$ cat src/rtl/fifo_wr_arbiter.sv
// Round-robin arbiter sharing one FIFO write port among N requesters.
// Each grant covers up to BURST accepted beats; writes are suppressed while full.
module fifo_wr_arbiter #(
  parameter int N     = 4,
  parameter int width = 8,
  parameter int BURST = 4
) (
  input  logic               clk,
  input  logic               rst,
  input  logic [N-1:0]       req,
  input  logic [N*width-1:0] req_data,
  input  logic               full,
  output logic [N-1:0]       gnt,
  output logic               wr,
  output logic [width-1:0]   wr_data,
  output logic               busy
);

  localparam int IDX_W = $clog2(N);
  localparam int CNT_W = $clog2(BURST + 1);

  typedef enum logic {IDLE, GRANT} state_t;

  state_t           state_reg;
  logic [N-1:0]     gnt_reg;
  logic [N-1:0]     gnt_next;
  logic [CNT_W-1:0] cnt_reg;
  logic [IDX_W-1:0] last_reg;
  logic [IDX_W-1:0] win_idx;
  logic [IDX_W:0]   cand;
  logic             win_found;
  logic             last_beat;
  logic             release_gnt;
  logic [N-1:0]     arb_req;
  logic [width-1:0] slice [N];

  generate
    for (genvar gi = 0; gi < N; gi++) begin : g_slice
      assign slice[gi] = req_data[gi*width +: width];
    end
  endgenerate

  // While a grant is held, last_reg is the granted index.
  assign wr          = gnt_reg[last_reg] & req[last_reg] & ~full & ~rst;
  assign wr_data     = (gnt_reg != '0) ? slice[last_reg] : '0;
  assign last_beat   = wr && (cnt_reg == CNT_W'(BURST - 1));
  assign release_gnt = last_beat || !req[last_reg];
  assign gnt         = gnt_reg;
  assign busy        = (state_reg == GRANT);

  // A holder finishing its burst still competes, as the last candidate.
  always_comb begin
    arb_req = req;
    if (last_beat) arb_req[last_reg] = 1'b1;
  end

  // Walk offsets from N down to 1 so the nearest candidate after last_reg wins.
  always_comb begin
    win_found = 1'b0;
    win_idx   = last_reg;
    cand      = '0;
    for (int k = N; k >= 1; k--) begin
      cand = {1'b0, last_reg} + (IDX_W+1)'(k);
      if (cand >= (IDX_W+1)'(N)) cand = cand - (IDX_W+1)'(N);
      if (arb_req[cand[IDX_W-1:0]]) begin
        win_found = 1'b1;
        win_idx   = cand[IDX_W-1:0];
      end
    end
  end

  always_comb begin
    gnt_next          = '0;
    gnt_next[win_idx] = 1'b1;
  end

  always_ff @(posedge clk) begin
    if (rst) begin
      state_reg <= IDLE;
      gnt_reg   <= '0;
      cnt_reg   <= '0;
      last_reg  <= IDX_W'(N - 1);
    end else begin
      case (state_reg)
        IDLE: begin
          if (win_found) begin
            state_reg <= GRANT;
            gnt_reg   <= gnt_next;
            last_reg  <= win_idx;
            cnt_reg   <= '0;
          end
        end
        GRANT: begin
          if (release_gnt) begin
            cnt_reg <= '0;
            if (win_found) begin
              gnt_reg  <= gnt_next;
              last_reg <= win_idx;
            end else begin
              state_reg <= IDLE;
              gnt_reg   <= '0;
            end
          end else if (wr) begin
            cnt_reg <= cnt_reg + CNT_W'(1);
          end
        end
        default: state_reg <= IDLE;
      endcase
    end
  end

endmodule

$ cat config.mk
export PLATFORM = sky130hd
export DESIGN_NAME = fifo_wr_arbiter
export DESIGN_NICKNAME = d
export VERILOG_FILES = /design/src/rtl/fifo_wr_arbiter.sv
export SDC_FILE = /design/constraint.sdc
export NUM_CORES = 1
export LEC_CHECK = 0
export ABC_AREA = 1
export BUFFER_PORTS_ARGS = -buffer_cell sky130_fd_sc_hd__buf_2
export CORE_UTILIZATION = 43
export DETAILED_ROUTE_END_ITERATION = 12
export PLACE_DENSITY = 0.81
export SLEW_MARGIN = 20
export SYNTH_ARGS = -nofsm -noshare
export SYNTH_HDL_FRONTEND = slang
export SYNTH_SLANG_ARGS = --single-unit
$ cat constraint.sdc
create_clock -name clk -period 2.1 [get_ports clk]
set_clock_uncertainty 0.15 [all_clocks]
set_input_delay 0.21 -clock clk [delete_from_list [all_inputs] [get_ports clk]]
set_output_delay 0.21 -clock clk [all_outputs]
set_load 0.005 [all_outputs]
==> flow_summary.yaml, run 1 <==
sta:
  worst_slew_pin_slew_ns: 0.2732
  slew_headroom_pct: 81.62
  hold_viol_final: 0
  fmax_ghz: 0.4913
  rsz0062_at_grt: "true"
  setup_violations: 0
  setup_ws_ns: 0.06476
  fin_crit_sh_pct: 96.92
  timing.final.crit_period_ns: 2.035
  maxSlewViolCount: 0
  final.setup.tns_ns: 0
die:
  die_w_um: 54.66
  die_h_um: 54.66
  dieArea_mm2: 0.002988
  core_area_mm2: 0.002545
  start_util_pct: 46.85
  io_pins: 53
  rows: 18
worst_setup_path:
  r2r-end: "cnt_reg[0]"
  r2r_slack_ns: 0.06
  regToRegStartpoint: "last_reg[0]"
  path_max_fanout: 10
  required_ns: 2.12
  startpoint_type: "flip-flop"
  crit_type: "reg -> reg"
  end_kind: "flip-flop"
  worst-r2r-cell-count: 14
  cp.arrival_ns: 2.05
yosys:
  ys_types: 28
  ys.flop_type: "dfxtp_1"
  synth_common_cells: "43 x nor2_1, 39 x nand2_1, 20 x inv_1, 16 x o21ai_0, 14 x a21oi_1"
  ys.warnings.count: 0
  yosysMostFrequentCell: "nor2_1"
  synthCells: 199
  async_flop_share_pct: 0
  synth_edf_count: 0
  syn_avg_cell_area_um2: 5.992
  ys_top_cells_by_area: "dfxtp_1 17%, nor2_1 14%, nand2_1 12%"
  yosysSeqAreaShare_pct: 16.79
  synth-seq-cells: 10
  syn_nets: 244
  synth_top_area_share_pct: 16.79
  synth_area_mm2: 0.001192
  synth_top_area_cell: "dfxtp_1"
clock_tree:
  clkTransAtPathRegs_ns: 0.06
  clock_latency_ns: 0.27
  clkSinkCount: 10
  cts_buffer_depth: 2
  cts_tree: "done"
  htree_levels: 1
  cts_made_buffers: 3
  cts_hold_buf: 0
  root_buffer: "clkbuf_4"
finish:
  fin_nets: 304
  fill_cells: 246
  syn_to_final_growth_pct: 33.79
  layout-drive-gt1-share_pct: 40.08
  multi_input_area_um2: 888.4
  seq_area_um2: 205.2
  stdcell_count: 287
  largest_reg_flops: 4
  n_antenna_cell: 0
drt:
  totalWireLength_um: 3100
  num_vias: 1406
  first_iter_violations: 24
  drt_pass1_iterations: 4
  wl_per_cell_um: 10.80
  drc: 0
  via_per_inst: 4.899
  ant_nets: 0
hold_path:
  min_delay_worst_endpoint: "gnt[1]"
  min_from: "rst"
  holdCritPathClass: "in -> reg"
  hold_depth: 3
grt:
  antenna_found_initial: 0
  gr-total-overflow: 0
  track_usage_pct: 22.58
  grt_pass1_vias: 1211
  grt_pass1_wl_um: 4940
  grt_max_degree: 18
power:
  power_density_mw_per_mm2: 1238
  peakVddDrop_mv: 0.8654
  leakage_uw: 0.0009003
  total_power_uw: 1975
placement:
  dp_hpwl_um: 2489
  gp_congestion: 0.9824
  place_inst: 284
  port_buffers: 52
  place_worst_setup_slack_ns: 0.04513
flow_run:
  drv_cap: 0
status:
  status: "finished clean"
==> metrics by stage <==
stage / utilization [%] / hold slack (ns) / cell area, um^2
floorplan: - / 0.2929 / 1214
global placement: 60.23 / 0.3213 / 1533
detailed placement: 60.23 / 0.3170 / 1533
CTS: 61.11 / 0.1238 / 1555
global route: 62.68 / 0.1383 / 1595
finish: 62.68 / 0.1279 / 1595
==> report_power, final <==
group	switching [uW]	total (uW)	internal (uW)	leakage [uW]
registers	59.2	302	242	0.0000820
logic	917	1540	628	0.000804
clock network	62.9	129	66.1	0.0000138
total	1040	1970	936	0.000900
==> worst max-delay path, cell delays in order (launching register included) <==
cell,delay [ns]
dfxtp_4,0.38
inv_6,0.11
nand2_1,0.11
nand3_2,0.10
nand2_4,0.08
nand4_2,0.13
nand3_2,0.10
nand2_1,0.11
nand2_2,0.07
nor2_4,0.20
nand2_4,0.10
nand3_1,0.10
a21oi_1,0.07
o21ai_1,0.07
inv_1,0.05
==> per-layer routing <==
metal	vias up	share of wire [%]	global-route usage, %
li1	761	-	-
met1	611	45	28.24
met3	3	3.6	2.222
met2	31	50	40.16
met5	-	0	0
met4	0	1.1	6.410
==> cell usage in the layout, fill, tap and decap left out, types with 2 or more instances in the layout <==
cell,count
nand2_1,32
o211ai_1,2
o21ai_0,16
nand3_2,6
ha_1,5
a21oi_1,14
nand4_2,4
buf_2,52
nor2_8,2
nand2_2,11
nand2_4,2
a21boi_1,2
nor2_1,43
dfxtp_1,8
nor2_4,2
buf_4,10
inv_2,4
clkbuf_4,3
inv_1,19
nand3_1,9
==> cell families (layout without fill, tap and decap cells) <==
family | count (synthesis) | count (layout) | share of synthesized area, %
compound gates | 37 | 37 | 16.89
fa+ha+maj | 6 | 6 | 6.296
buf+inv | 32 | 90 | 11.23
flops | 10 | 10 | 16.79
simple gates | 114 | 114 | 48.79
==> repair_timing <==
| action | in CTS | in global routing |
|---|---|---|
| resized for setup | 0 | 15 |
| setup endpoints to repair | 0 | 8 |
| setup buffers | 0 | 0 |
==> how the worst max path moves through the flow <==
stage                      startpoint          to  slack [ns]  cells past startpoint
final                     last_reg[0]  cnt_reg[0]        0.06                     14
after global placement    last_reg[0]      gnt[0]        0.08                     15
after floorplan           last_reg[0]  cnt_reg[0]        0.01                     15
after CTS                 last_reg[0]  cnt_reg[0]        0.03                     14
after global routing      last_reg[0]      gnt[0]       -0.04                     15
after detailed placement  last_reg[0]  cnt_reg[0]        0.05                     14
==> final cells by class <==
| cell class | count | area share, % |
|---|---|---|
| sequential | 10 | 12.86 |
| tap | 30 | 2.353 |
| clock buffer | 3 | 1.412 |
| timing repair buffer | 63 | 21.73 |
| multi-input combinational | 157 | 55.69 |
| inverter | 24 | 5.961 |
Power figures use the tool's default switching activity.
==> run 2, diff against run 1 <==
CORE_MARGIN = 2   (was unset)
==> flow_summary.yaml, run 2 (same netlist as run 1, synthesis figures left out) <==
worst_setup_path:
  crit_type: "reg -> reg"
  startpoint_type: "flip-flop"
  path_max_fanout: 6
  cp.arrival_ns: 2.14
  required_ns: 2.11
  regToRegStartpoint: "last_reg[0]"
  end_kind: "flip-flop"
  r2r_slack_ns: -0.02
  cp-startpoint: "last_reg[0]"
sta:
  final.setup.tns_ns: -0.06658
  worst_slew_pin_slew_ns: 0.2217
  timing.final.crit_period_ns: 2.125
  slew_headroom_pct: 85.09
  fin_crit_sh_pct: 101.2
  setup_ws_ns: -0.02458
  setup_violations: 5
  rsz0062_at_grt: "true"
  fmax_ghz: 0.4707
  hold_viol_final: 0
  maxSlewViolCount: 0
die:
  dieArea_mm2: 0.003210
  rows: 19
  die_h_um: 56.66
  die_w_um: 56.66
  core_area_mm2: 0.002686
  io_pins: 53
  start_util_pct: 44.39
finish:
  largest_reg_flops: 4
  fin_nets: 310
  final_cell_mix: "52 x buf_2, 42 x nor2_1, 24 x nand2_1"
  syn_to_final_growth_pct: 52.36
  n_antenna_cell: 0
  final_common_cell: "buf_2"
  layout-drive-gt1-share_pct: 48.86
grt:
  grt_pass1_vias: 1295
  grt_pass1_wl_um: 5278
  busiest_layer: "met2"
  grt_util_met1_pct: 26.05
  antenna_found_initial: 0
  grt_use_met2_pct: 34.39
  track_usage_pct: 19.95
  use_met3_pct: 3.456
  grt_max_degree: 19
  gr-total-overflow: 0
drt:
  wl_per_cell_um: 12.02
  via_per_inst: 5.003
  num_vias: 1476
  drt_pass1_iterations: 4
  first_iter_violations: 57
  ant_nets: 0
  totalWireLength_um: 3546
  drc: 0
clock_tree:
  cts_made_buffers: 3
  cts_tree: "done"
  root_buffer: "clkbuf_4"
  cts_hold_buf: 0
  clkSinkCount: 10
  cts_buffer_depth: 2
  htree_levels: 1
  clock_latency_ns: 0.28
  clkTransAtPathRegs_ns: 0.08
power:
  leakage_uw: 0.0009886
  p_seq_share_pct: 13.7
  power_density_mw_per_mm2: 1265
  pwr-share-comb_pct: 78.3
  p_int_uw: 1095
  total_power_uw: 2297
  p_sw_share_pct: 52.34
  net-switching-power_uw: 1203
  peakVddDrop_mv: 0.9207
  clkPwrFrac_pct: 8.0
hold_path:
  min_from: "rst"
  holdCritPathClass: "in -> reg"
placement:
  gp_congestion: 0.8831
  dp_hpwl_um: 2461
  port_buffers: 52
flow_run:
  drv_cap: 0
status:
  status: "finished with violations"
  violations: "setup timing"
## run 2: changes by cell type in the layout (fill, tap and decap cells not counted), moves of 3 or more
cell / delta
nand2_2: +5
nand3_1: -4
nand4_4: +4
nand4_2: -4
nand2_1: -8
nand2_4: +3
nand3_4: +4
buf_4: +4
## run 2: path summary, 6_finish.rpt
path | to | cells past startpoint
worst min register to register | cnt_reg[1] | 2
worst max register to register | last_reg[1] | 14
worst max-delay path | last_reg[1] | 14
worst min-delay path | gnt[1] | 3
## run 2: critical path: stages, from the launching register on
cell and delay, ns:
dfxtp_4 0.43, buf_6 0.15, nand2_2 0.07, nand3_2 0.09, nand2_4 0.10, nand4_4 0.14, nand3_4 0.09, nand2_1 0.09
nand2_2 0.06, nor2_4 0.19, buf_12 0.14, nor2_8 0.04, nand3_4 0.09, buf_4 0.11, o211ai_1 0.07
## run 2: area by class of cell
class,instances,area [um^2]
flip-flops and latches,10,207.7
multi-input cells,157,1028
clock buffers,4,36.28
well taps,31,38.79
fillers,239,869.6
repair buffers,69,407.9
inverters,24,97.59
## run 2: power by group through the flow
stage | registers (uW) | clock network (uW) | logic, uW
final | 314 | 184 | 1800
after global routing | 321 | 189 | 2000
after CTS | 304 | 180 | 1410
after floorplan | 278 | 0 | 1100
after global placement | 305 | 0 | 1400
after detailed placement | 305 | 0 | 1410
## run 2: per-stage QoR
stage | cells | util, % | instance area, um^2 | hold slack [ns] | setup WS [ns]
final | 295 | 67.63 | 1817 | 0.1182 | -0.02458
after global routing | 295 | 67.63 | 1817 | 0.1392 | -0.1293
after CTS | 285 | 57.43 | 1543 | 0.1319 | 0.004148
after detailed placement | 281 | 55.99 | 1504 | 0.3090 | -0.007649
after global placement | 281 | 55.99 | 1504 | 0.3054 | 0.06420
after floorplan | 199 | - | 1214 | 0.2929 | 0.01354
## run 2: timing repair
item / in CTS / in global routing
setup buffers: 0 / 10
hold endpoints to repair: 0 / 0
gates resized for setup: 1 / 49
endpoints found under the setup margin: 2 / 8
pin swaps: 1 / 19
## run 2: metal layers
| metal | wire length, um | part of all wire, % |
|---|---|---|
| met5 | 0 | 0 |
| met4 | 48 | 1.4 |
| met3 | 145 | 4.1 |
| met2 | 1861 | 52 |
| met1 | 1490 | 42 |
==> run 3, diff against run 2 <==
REMOVE_ABC_BUFFERS = 1   (was unset)
clock period = 1.71 ns   (was 2.1 ns; I/O delays follow)
==> flow_summary.yaml, run 3 (same netlist as run 1, synthesis figures left out) <==
status:
  status: "finished with violations"
  violations: "setup timing"
drt:
  drc: 0
  first_iter_violations: 68
  drt_pass1_iterations: 4
  via_per_inst: 5.242
  totalWireLength_um: 4458
  ant_nets: 0
  num_vias: 1625
  wl_per_cell_um: 14.38
grt:
  grt_max_degree: 15
  grt_pass1_vias: 1414
  antenna_found_initial: 0
  grt_pass1_wl_um: 6120
  gr-total-overflow: 0
  track_usage_pct: 23.99
worst_setup_path:
  slowest_stage: "dfxtp_4"
  cp.arrival_ns: 2.27
  crit_type: "reg -> reg"
  cp_top_family: "simple AND/OR/NAND/NOR gates"
  crit_buf_inv: 2
  max_stage_delay_ns: 0.37
  required_ns: 1.78
  path_max_fanout: 6
  end_kind: "flip-flop"
  startpoint_type: "flip-flop"
  crit_chain: "clkbuf_16 -> buf_4 -> ha_1 -> nand4_4 -> nand2_2 -> nand2_1 -> nand2_2 -> nor2_4 -> nand2_4 -> o21ai_4 -> nand2_1 -> o21a_1 -> nor2_1"
die:
  core_area_mm2: 0.002686
  die_h_um: 56.66
  dieArea_mm2: 0.003210
  rows: 19
  start_util_pct: 44.39
  io_pins: 53
  die_w_um: 56.66
finish:
  n_antenna_cell: 0
  syn_to_final_growth_pct: 64.43
  layout-drive-gt1-share_pct: 51.97
  final_cell_mix: "52 x buf_2, 41 x nor2_1, 30 x buf_4"
  stdcell_count: 310
  final_common_cell: "buf_2"
  fin_nets: 325
  final_util_pct: 72.99
  largest_reg_flops: 4
  fill_cells: 196
power:
  leakage_uw: 0.001088
  power_density_mw_per_mm2: 1627
  total_power_uw: 3189
  peakVddDrop_mv: 1.090
sta:
  fin_crit_sh_pct: 129.0
  fmax_ghz: 0.4534
  timing.final.crit_period_ns: 2.206
  slew_headroom_pct: 83.38
  final.setup.tns_ns: -4.814
  maxSlewViolCount: 0
  setup_violations: 19
  rsz0062_at_grt: "true"
  worst_slew_pin_slew_ns: 0.2484
  hold_viol_final: 0
  setup_ws_ns: -0.4958
clock_tree:
  cts_made_buffers: 3
  cts_hold_buf: 0
  root_buffer: "clkbuf_4"
  clkTransAtPathRegs_ns: 0.07
  clkSinkCount: 10
  cts_tree: "done"
  clock_latency_ns: 0.28
  htree_levels: 1
  cts_buffer_depth: 2
placement:
  dp_hpwl_um: 2804
  gp_congestion: 0.9503
  place_inst: 302
  port_buffers: 52
  place_worst_setup_slack_ns: -0.3746
flow_run:
  drv_cap: 0
hold_path:
  holdCritPathClass: "in -> reg"
## run 3: final timing paths
kind / end / startpoint / depth (start not counted) / slack (ns)
hold / removal: gnt[2] / rst / 3 / 0.11
setup / recovery: cnt_reg[2] / last_reg[0] / 13 / -0.50
hold reg to reg: cnt_reg[1] / cnt_reg[1] / 2 / 0.33
setup reg to reg: cnt_reg[2] / last_reg[0] / 13 / -0.50
## run 3: cell type report
class                   count  area, um^2  area share [%]
clock buffers               4       36.28           1.851
inverters                  24       102.6           5.233
multi-input cells         157        1047           53.41
flip-flops and latches     10       205.2           10.47
well taps                  31       38.79           1.978
repair buffers             84       530.5           27.06
## run 3: metal layers
layer	GRT usage, %	vias up	part of all wire [%]
li1	-	802	-
met1	27.29	739	39
met2	41.86	59	52
met3	4.608	25	4.0
met4	12.59	0	4.7
met5	0	-	0
## run 3: what timing repair did
| item | 4_1_cts | 5_1_grt |
|---|---|---|
| resized for setup | 18 | 42 |
| buffers inserted | 2 | 1 |
| pin swaps | 8 | 16 |
| gates cloned | 0 | 1 |
| setup endpoints to repair | 19 | 19 |
## run 3: where the power goes
part,switching [uW],internal [uW]
Combinational,1500,1110
Sequential,58.2,297
Clock,94.0,130
Total,1650,1540
## run 3: worst reg2reg max path, cell delays in order (launching register included)
cell	delay, ns
dfxtp_4	0.37
clkbuf_16	0.15
buf_4	0.15
ha_1	0.24
nand4_4	0.12
nand2_2	0.09
nand2_1	0.11
nand2_2	0.07
nor2_4	0.23
nand2_4	0.13
o21ai_4	0.10
nand2_1	0.07
o21a_1	0.10
nor2_1	0.08
## run 3: through the flow
| stage | hold slack, ns | instance area [um^2] |
|---|---|---|
| 2_1_floorplan | 0.09007 | 1151 |
| 3_3_place_gp | 0.3088 | 1673 |
| 3_5_place_dp | 0.3189 | 1673 |
| 4_1_cts | 0.09080 | 1809 |
| 5_1_grt | 0.1089 | 1961 |
| 6_report | 0.1108 | 1961 |
